===== config.mk =====
export PLATFORM = sky130hd
export DESIGN_NAME = serial_subtractor
export DESIGN_NICKNAME = d
export VERILOG_FILES = /design/src/rtl/serial_sub_pkg.sv /design/src/rtl/full_subtractor.sv /design/src/rtl/serial_subtractor.sv
export SDC_FILE = /design/constraint.sdc
export NUM_CORES = 1
export LEC_CHECK = 0
export CORE_MARGIN = 4
export CORE_UTILIZATION = 64
export DETAILED_ROUTE_END_ITERATION = 8
export DONT_BUFFER_PORTS = 1
export GPL_ROUTABILITY_DRIVEN = 0
export PLACE_DENSITY_LB_ADDON = 0.15
export SLEW_MARGIN = 30
export SYNTH_ARGS = -nofsm -noshare
export SYNTH_HDL_FRONTEND = slang
export SYNTH_SLANG_ARGS = --single-unit

===== constraint.sdc =====
create_clock -name clk -period 4.14 [get_ports clk]
set_input_delay 0.828 -clock clk [delete_from_list [all_inputs] [get_ports clk]]
set_output_delay 0.828 -clock clk [all_outputs]
set_load 0.005 [all_outputs]

===== src/rtl/serial_sub_pkg.sv =====
// Shared types and helpers for the bit-serial subtractor: FSM state encoding
// and the bit-counter width derivation.
package serial_sub_pkg;

    typedef enum logic [1:0] {
        IDLE  = 2'd0,
        SHIFT = 2'd1,
        DONE  = 2'd2
    } state_t;

    // Width of a counter indexing bits 0..width-1; never narrower than one bit.
    function automatic int cnt_width(input int width);
        return (width > 1) ? $clog2(width) : 1;
    endfunction

endpackage


===== src/rtl/full_subtractor.sv =====
// Combinational 1-bit full-subtractor cell: d = a - b - bin, bout = borrow out.
module full_subtractor (
    input  logic a,
    input  logic b,
    input  logic bin,
    output logic d,
    output logic bout
);

    assign d    = a ^ b ^ bin;
    assign bout = (~a & b) | (~(a ^ b) & bin);

endmodule


===== src/rtl/serial_subtractor.sv =====
// Bit-serial A - B - Bin engine, LSB first, one bit per clock with start/busy/done.
// Optional registered zero flag when SERIAL_SUB_ZERO_FLAG_EN is defined.
module serial_subtractor
    import serial_sub_pkg::*;
#(
    parameter int WIDTH = 4
) (
    input  logic             clk,
    input  logic             rst_n,
    input  logic             start,
    input  logic [WIDTH-1:0] A,
    input  logic [WIDTH-1:0] B,
    input  logic             Bin,
    output logic [WIDTH-1:0] D,
    output logic             borrow_out,
    output logic             overflow,
`ifdef SERIAL_SUB_ZERO_FLAG_EN
    output logic             zero,
`endif
    output logic             busy,
    output logic             done
);

    localparam int             CNT_W = cnt_width(WIDTH);
    localparam logic [CNT_W-1:0] LAST  = CNT_W'(WIDTH - 1);

    state_t            state;
    state_t            state_nxt;
    logic [WIDTH-1:0]  a_sr;
    logic [WIDTH-1:0]  b_sr;
    logic [WIDTH-1:0]  res_sr;
    logic [WIDTH-1:0]  res_final;
    logic              br;
    logic [CNT_W-1:0]  cnt;
    logic              d_bit;
    logic              bout_bit;
    logic              last_bit;

    full_subtractor u_cell (
        .a    (a_sr[0]),
        .b    (b_sr[0]),
        .bin  (br),
        .d    (d_bit),
        .bout (bout_bit)
    );

    assign last_bit  = (cnt == LAST);
    assign res_final = {d_bit, res_sr[WIDTH-1:1]};
    assign busy      = (state != IDLE);
    assign done      = (state == DONE);

    always_ff @(posedge clk or negedge rst_n) begin
        if (!rst_n) begin
            state <= IDLE;
        end else begin
            state <= state_nxt;
        end
    end

    always_comb begin
        state_nxt = state;
        case (state)
            IDLE:    if (start) state_nxt = SHIFT;
            SHIFT:   if (last_bit) state_nxt = DONE;
            DONE:    state_nxt = IDLE;
            default: state_nxt = IDLE;
        endcase
    end

    // Operand shifters move right so the cell always sees the current bit at [0];
    // on the final bit [0] holds the operand MSBs, which feed the overflow test.
    always_ff @(posedge clk or negedge rst_n) begin
        if (!rst_n) begin
            a_sr       <= '0;
            b_sr       <= '0;
            res_sr     <= '0;
            br         <= 1'b0;
            cnt        <= '0;
            D          <= '0;
            borrow_out <= 1'b0;
            overflow   <= 1'b0;
`ifdef SERIAL_SUB_ZERO_FLAG_EN
            zero       <= 1'b0;
`endif
        end else begin
            case (state)
                IDLE: begin
                    if (start) begin
                        a_sr <= A;
                        b_sr <= B;
                        br   <= Bin;
                        cnt  <= '0;
                    end
                end
                SHIFT: begin
                    a_sr   <= {1'b0, a_sr[WIDTH-1:1]};
                    b_sr   <= {1'b0, b_sr[WIDTH-1:1]};
                    res_sr <= res_final;
                    br     <= bout_bit;
                    cnt    <= cnt + 1'b1;
                    if (last_bit) begin
                        D          <= res_final;
                        borrow_out <= bout_bit;
                        overflow   <= (a_sr[0] ^ b_sr[0]) & (d_bit ^ a_sr[0]);
`ifdef SERIAL_SUB_ZERO_FLAG_EN
                        zero       <= (res_final == '0);
`endif
                    end
                end
                default: ;
            endcase
        end
    end

endmodule


==> flow_summary_export.csv, run 1 <==
group,metric,value,unit
synth,yosys-top-cells-count,"22 x dfrtp_1, 10 x o21ai_0, 9 x nor2_1",
power,internal-power,0.523,mW
clock_network,cts-root-buf,"clkbuf_4",
sta,fmax,0.497,GHz
grt,grt_max_degree,23,
worst_setup_path,start_kind,"flop",
sta,relSlewSlack,0.703,
sta,finalSetupViolCount,0,
final_layout,multi_input_area,398,sq um
final_layout,n_fill_cell,94,
power,seqPwrFrac,0.498,
route,drc,0,
placed_design,io_buffer_count,0,
power,power.total,0.825,mW
sta,min_period,2.01,ns
floorplan,rows,13,
synth,syn_nets,100,
final_layout,drive_gt1_frac,0.186,
grt,antenna_found_initial,0,
clock_network,cts.sinks,22,
power,switching_power,0.303,mW
synth,yosys.area.top_type_share,0.556,
clock_network,cts_made_buffers,3,
clock_network,path_clk_slew,0.11,ns
synth,yosysWarnings,0,
final_layout,antenna_cells,0,
clock_network,clk_path_buf_depth,2,
placed_design,dp.cells,97,
worst_setup_path,arrival,1.18,ns
synth,ys_ff_latch,22,
power,peakVddDrop,0.000449,V
final_layout,final_area,1020,sq um
route,num_vias,650,
synth,synth_flop_cell,"dfrtp_1",
worst_setup_path,critPathMaxFanout,14,
synth,yosysTopAreaCell,"dfrtp_1",
floorplan,initial_core_util,0.717,
grt,grt_pass1_vias,623,
run,maxCapViolCount,0,
final_layout,regArea,551,sq um
worst_setup_path,reg2reg_from,"a_sr[0]",
placed_design,placed_area,986,sq um
sta,finClkSkew,0.00493,ns
final_layout,fin_nets,102,
sta,fin_crit_sh,0.486,
grt,overflow,0,
power,sw_frac_of_total,0.367,
synth,synthCells,85,
run_status,status,"finished clean",
final_layout,syn2layout_area_growth,3.16,%
floorplan,die_x,47.4,microns
power,clkPwrFrac,0.139,
worst_setup_path,end_kind,"primary output",
clock_network,cts_repair_resize_count,0,
hold_path,min_path_type,"primary input to async pin",
worst_setup_path,critPathKind,"flop to primary output",
sta,tightestPinTransition,0.446,ns
route,wl_per_cell,16.7,microns
route,initialDrtViolationCount,19,
floorplan,die-area,2240,sq um
sta,tns,0,ns
power,combPwrFrac,0.363,
final_layout,stdcell_count,101,
power,p_per_area,807,nW/um^2
worst_setup_path,timing.rr.end,"overflow",
clock_network,htree_levels,1,
route,ant_nets,0,
sta,grt_setup_unrepaired,"no",
final_layout,final_util,0.739,
synth,syn_area,991,sq um
synth,seq_area_frac_synth,0.556,
clock_network,post-cts-setup-buffers,0,
floorplan,dieHeight,47.4,microns
synth,synth-edff-count,0,
clock_network,cts-hold-fix-buffers,0,
synth,synth.distinct_cells,23,
grt,grt_pass1_wl,2740,microns
floorplan,core,1380,sq um
route,via_per_inst,6.44,
grt,grtUsageTotal,0.184,
power,p_leak,0.447,nW
synth,synth_area_per_cell,11.7,sq um
worst_setup_path,cp.required,3.31,ns
clock_network,tritoncts,"built",
route,drtPass1Iterations,4,
synth,yosysMostFrequentCell,"dfrtp_1",
sta,slew_violations,0,
clock_network,clock_latency,0.31,ns
synth,synthTopCellsByArea,"dfrtp_1 56%, mux2_2 6.8%, o21ai_0 5.1%, o32ai_1 4.4%, nor2_1 3.4%",
sta,hold_viol_final,0,
worst_setup_path,rr_worst_depth,4,
floorplan,ios,20,
route,finalWirelength,1680,microns
synth,async_flop_share,1.00,
worst_setup_path,rrSetupSlack,2.67,ns
placed_design,place_hpwl,1230,microns
## power groups by stage
stage | Clock, mW | Combinational (mW) | Sequential (mW)
floorplan | 0 | 0.286 | 0.379
global placement | 0 | 0.287 | 0.412
detailed placement | 0 | 0.303 | 0.416
CTS | 0.118 | 0.304 | 0.412
global route | 0.131 | 0.345 | 0.427
finish | 0.115 | 0.300 | 0.411
## cells by family after synthesis
family,share of synthesized area
AOI/OAI and AO/OA,0.164
xor gates and xnor gates,0.00884
adders and majority gates,0.0455
buffers and inverters,0.0429
DFF,0.556
muxes,0.0682
and+or+nand+nor,0.115
## state kept, by name, indices dropped and copies added (netlist names)
name	count
D	4
a_sr	4
b_sr	4
res_sr	3
cnt	2
state	2
borrow_out	1
br	1
overflow	1
## cell type report
class / instances / area share
Sequential cell: 22 / 0.539
Multi-Input combinational cell: 55 / 0.389
Clock buffer: 4 / 0.0355
Inverter: 5 / 0.0184
Tap cell: 15 / 0.0184
## cells in the final DEF (no fill, tap or decap)
cell type | netlist | final
o31ai_1 | 1 | 1
nor2b_1 | 1 | 1
nor2_1 | 9 | 9
o22ai_1 | 5 | 5
o32ai_1 | 5 | 5
ha_1 | 2 | 2
inv_1 | 5 | 5
mux2_2 | 6 | 6
or2_2 | 1 | 1
clkbuf_4 | 0 | 3
dfrtp_1 | 22 | 22
nand2b_2 | 1 | 1
nand3b_2 | 1 | 1
nand3b_1 | 2 | 2
o221a_2 | 2 | 2
xor2_1 | 1 | 1
a211oi_1 | 1 | 1
nand2b_4 | 1 | 1
nand2_1 | 5 | 5
clkbuf_8 | 0 | 1
o21ai_0 | 10 | 10
fa_1 | 1 | 1
## stage by stage
| step | hold slack (ns) | setup slack [ns] |
|---|---|---|
| global route | 0.156 | 2.01 |
| finish | 0.195 | 2.13 |
| CTS | 0.189 | 2.13 |
| floorplan | 0.457 | 2.52 |
| global placement | 0.481 | 2.50 |
| detailed placement | 0.490 | 2.49 |
## per-layer routing
layer	up-vias	global-route usage	share of wire
met5	-	0	0
li1	308	-	-
met2	26	0.281	0.50
met3	5	0.0460	0.062
met4	0	0.0994	0.022
met1	311	0.238	0.42
## critical path, cell delays in order (launching register included)
cell,delay (ns)
dfrtp_1,0.56
nor2_1,0.24
inv_1,0.08
## worst max path at each step
stage,to,cells after the start,startpoint
2_1_floorplan,busy,3,state[0]
3_3_place_gp,busy,2,state[0]
3_5_place_dp,busy,2,state[0]
4_1_cts,busy,2,state[0]
5_1_grt,done,2,state[1]
6_report,busy,2,state[0]
Power figures use the tool's default switching activity.
==> run 2, diff against run 1 <==
- CORE_UTILIZATION: 64 -> 59
- clock period: 4.14 -> 2.1 ns (I/O delays scaled with it)
==> run 2 against run 1 <==
- clock skew barely moved
- clock power grew to 2.8 times the previous value
- final area increased by 2.2%
- setup slack got worse by 1.7 ns
- sequential share of layout area is 1.2 points lower
- highest routed layer unchanged
==> flow_summary_export.csv, run 2 (synthesized netlist as in run 1, its figures left out) <==
group,metric,value,unit
grt,grt_max_degree,23,
power,p_per_area,1660,nW/um^2
worst_setup_path,critical_path_buf_inv_count,1,
route,ant_nets,0,
sta,fin_ws,0.471,ns
final_layout,n_fill_cell,121,
worst_setup_path,timing.rr.end,"overflow",
clock_network,cts-root-buf,"clkbuf_4",
clock_network,clock_latency,0.31,ns
grt,grt_pass1_vias,699,
worst_setup_path,cp_slowest_stage_delay,0.57,ns
floorplan,ios,20,
route,wl_per_cell,16.9,microns
final_layout,reg_top3,"D: 4 flops, a_sr: 4 flops, b_sr: 4 flops",
clock_network,htree_levels,1,
clock_network,cts_repair_resize_count,0,
worst_setup_path,path_cells,"nor2_1 > inv_1",
grt,antenna_found_initial,0,
power,peakVddDrop,0.000955,V
worst_setup_path,reg2reg_from,"a_sr[0]",
hold_path,min_path_type,"primary input to async pin",
worst_setup_path,start_kind,"flop",
clock_network,tritoncts,"built",
route,drc,0,
run,maxCapViolCount,0,
sta,relSlewSlack,0.680,
clock_network,cts-hold-fix-buffers,1,
placed_design,dp.cells,98,
final_layout,stdcell_count,103,
route,initialDrtViolationCount,8,
sta,fmax,0.614,GHz
placed_design,post-place-ws,0.645,ns
worst_setup_path,crit_slowest_cell,"dfrtp_1",
clock_network,path_clk_slew,0.12,ns
worst_setup_path,critPathMaxFanout,14,
grt,grtUsageTotal,0.166,
sta,hold_slack,0.0458,ns
final_layout,drive_gt1_frac,0.195,
floorplan,core,1540,sq um
worst_setup_path,rrSetupSlack,0.65,ns
final_layout,final_util,0.678,
worst_setup_path,end_kind,"primary output",
worst_setup_path,critPathTopFamily,"flip-flops",
sta,finClkSkew,0.00453,ns
placed_design,place_hpwl,1220,microns
final_layout,final_cell_mix,"22 x dfrtp_1, 10 x o21ai_0, 9 x nor2_1, 6 x mux2_2",
route,via_per_inst,6.39,
final_layout,syn2layout_area_growth,5.43,%
placed_design,io_buffer_count,0,
run_status,status,"finished clean",
floorplan,die_x,49.0,microns
sta,min_period,1.63,ns
floorplan,initial_core_util,0.643,
final_layout,antenna_cells,0,
worst_setup_path,cp.required,1.68,ns
power,p_leak,0.458,nW
sta,tns,0,ns
route,drtPass1Iterations,4,
sta,hold_viol_final,0,
worst_setup_path,critPathKind,"flop to primary output",
clock_network,cts.sinks,22,
sta,grt_setup_unrepaired,"no",
sta,slew_violations,0,
route,num_vias,658,
final_layout,fin_nets,103,
sta,fin_crit_sh,0.776,
sta,tightestPinTransition,0.480,ns
clock_network,clk_path_buf_depth,2,
clock_network,post-cts-setup-buffers,0,
clock_network,cts_made_buffers,3,
floorplan,dieHeight,49.0,microns
sta,finalSetupViolCount,0,
final_layout,final_common_cell,"dfrtp_1",
floorplan,rows,14,
grt,overflow,0,
floorplan,die-area,2400,sq um
route,finalWirelength,1740,microns
worst_setup_path,rr_worst_depth,4,
worst_setup_path,arrival,1.21,ns
grt,grt_pass1_wl,3150,microns
## run 2: power breakdown
group          total [mW]  switching [mW]  internal, mW
registers           0.813           0.187         0.625
logic               0.596           0.297         0.299
clock network       0.321           0.128         0.193
## run 2: how the worst max path moves through the flow
stage | start | endpoint | cells after the start
2_1_floorplan | a_sr[0] | overflow | 4
3_3_place_gp | a_sr[0] | overflow | 4
3_5_place_dp | a_sr[0] | overflow | 4
4_1_cts | state[0] | busy | 2
5_1_grt | state[0] | busy | 2
6_report | state[0] | busy | 2
## run 2: per-stage QoR
| stage | power (mW) | area, sq um |
|---|---|---|
| finish | 1.73 | 1040 |
| CTS | 1.75 | 1050 |
| detailed placement | 1.42 | 987 |
| global placement | 1.38 | 987 |
| global route | 1.89 | 1040 |
| floorplan | 1.31 | 991 |
## run 2: routing by layer
metal / track usage / vias to the layer above / part of all wire
met5: 0 / - / 0
met4: 0.0673 / 0 / 0.015
met3: 0.0428 / 4 / 0.052
met2: 0.257 / 20 / 0.47
met1: 0.222 / 327 / 0.46
li1: - / 307 / -
## run 2: worst reg2reg max path, stage by stage (launching register included)
cell	delay [ns]
dfrtp_1	0.44
inv_1	0.09
fa_1	0.49
xor2_1	0.18
o31ai_1	0.18
## run 2: area by class of cell
class	instances	area, sq um	share of cell area
well taps	16	20.0	0.0192
multi-input cells	55	398	0.381
repair buffers	1	5.00	0.00479
flip-flops and latches	22	551	0.527
clock inverters	1	30.0	0.0287
clock buffers	3	22.5	0.0216
inverters	5	18.8	0.0180
==> run 3, diff against run 2 <==
- clock period: 2.1 -> 1.67 ns (I/O delays scaled with it)
==> run 3 against run 2 <==
- non-clock buffer count grew 1
- sequential cell count is the same
- worst hold slack gained 0.11 ns
- die area is the same
- clock power grew 22%
- setup slack lost 0.37 ns
- clock-buffer cell count is the same
- final area grew 0.96%
- critical path depth is the same
- core utilization grew 0.65 points
- largest cell class unchanged
==> flow_summary_export.csv, run 3 (synthesized netlist as in run 1, its figures left out) <==
group,metric,value,unit
grt,grt_max_degree,23,
sta,relSlewSlack,0.689,
clock_network,path_clk_slew,0.12,ns
final_layout,final_util,0.684,
power,p_leak,0.462,nW
sta,min_period,1.57,ns
placed_design,io_buffer_count,0,
clock_network,htree_levels,1,
power,peakVddDrop,0.00114,V
grt,grt_pass1_wl,3030,microns
sta,tns,0,ns
floorplan,rows,14,
final_layout,final_cell_mix,"22 x dfrtp_1, 10 x o21ai_0, 9 x nor2_1, 6 x mux2_2",
worst_setup_path,timing.rr.end,"overflow",
final_layout,final_area,1050,sq um
grt,overflow,0,
floorplan,initial_core_util,0.643,
sta,hold_slack,0.160,ns
worst_setup_path,start_kind,"flop",
route,drtPass1Iterations,4,
sta,tightestPinTransition,0.466,ns
placed_design,place_hpwl,1230,microns
sta,slew_violations,0,
floorplan,die_x,49.0,microns
clock_network,post-cts-setup-buffers,0,
worst_setup_path,crit_path_end,"busy",
sta,finalSetupViolCount,0,
placed_design,post-place-ws,0.220,ns
clock_network,cts_repair_resize_count,0,
route,via_per_inst,6.51,
clock_network,cts_made_buffers,3,
grt,grt_pass1_vias,694,
route,drc,0,
route,initialDrtViolationCount,17,
route,ant_nets,0,
clock_network,clk_path_buf_depth,2,
sta,fin_crit_sh,0.938,
grt,antenna_found_initial,0,
route,finalWirelength,1730,microns
run,maxCapViolCount,0,
worst_setup_path,startpoint,"state[0]",
power,p_per_area,2060,nW/um^2
final_layout,syn2layout_area_growth,6.44,%
grt,grtUsageTotal,0.159,
sta,fin_ws,0.104,ns
worst_setup_path,cp.required,1.34,ns
worst_setup_path,reg2reg_from,"a_sr[0]",
clock_network,cts.sinks,22,
floorplan,dieHeight,49.0,microns
worst_setup_path,arrival,1.23,ns
clock_network,cts-root-buf,"clkbuf_4",
worst_setup_path,critPathKind,"flop to primary output",
final_layout,reg_top3,"D: 4 flops, a_sr: 4 flops, b_sr: 4 flops",
worst_setup_path,critPathMaxFanout,14,
sta,finClkSkew,0.00230,ns
run_status,status,"finished clean",
clock_network,tritoncts,"built",
hold_path,min_path_type,"primary input to flop",
route,wl_per_cell,16.6,microns
worst_setup_path,end_kind,"primary output",
clock_network,clock_latency,0.29,ns
worst_setup_path,rr_worst_depth,4,
final_layout,final_common_cell,"dfrtp_1",
sta,hold_viol_final,0,
floorplan,die-area,2400,sq um
worst_setup_path,rrSetupSlack,0.21,ns
final_layout,antenna_cells,0,
sta,fmax,0.639,GHz
sta,grt_setup_unrepaired,"no",
final_layout,drive_gt1_frac,0.193,
final_layout,fin_nets,104,
placed_design,placed_area,987,sq um
floorplan,core,1540,sq um
route,num_vias,677,
floorplan,ios,20,
## run 3: layout make-up
type / instances / area (sq um)
clock buffer: 3 / 22.5
timing repair buffer: 2 / 15.0
clock inverter: 1 / 30.0
sequential: 22 / 551
fill: 115 / 487
inverter: 5 / 18.8
tap: 16 / 20.0
multi-input combinational: 55 / 398
## run 3: per-stage QoR
stage,power (mW),cells
final,2.17,104
after global routing,2.37,104
after CTS,2.19,103
after detailed placement,1.78,98
after global placement,1.74,98
after floorplan,1.65,85
## run 3: how the worst min path moves through the flow
stage                from       to  slack [ns]  cells after the start
finish               B[3]  b_sr[3]        0.16                      2
global route         B[3]  b_sr[3]        0.18                      2
CTS                  B[3]  b_sr[3]        0.15                      2
detailed placement  rst_n     D[3]        0.04                      0
global placement    rst_n     D[3]        0.04                      0
floorplan           rst_n     D[0]        0.04                      0
## run 3: timing repair
action,CTS,global route
hold buffers,1,1
endpoints found under the setup margin,0,0
hold endpoints to repair,22,22
## run 3: layer usage
metal	global-route usage	part of all wire
met5	0	0
met4	0.0717	0.0098
met3	0.0581	0.075
met2	0.246	0.49
met1	0.198	0.42
## run 3: power by group
part / total (mW) / switching, mW / leakage (nW) / internal [mW]
clock: 0.393 / 0.151 / 0.0279 / 0.242
combinational: 0.753 / 0.377 / 0.166 / 0.377
sequential: 1.02 / 0.238 / 0.268 / 0.786
total: 2.17 / 0.766 / 0.462 / 1.41
## run 3: critical path: stages (launching register included)
cell,delay [ns]
dfrtp_1,0.57
nor2_1,0.28
inv_1,0.09
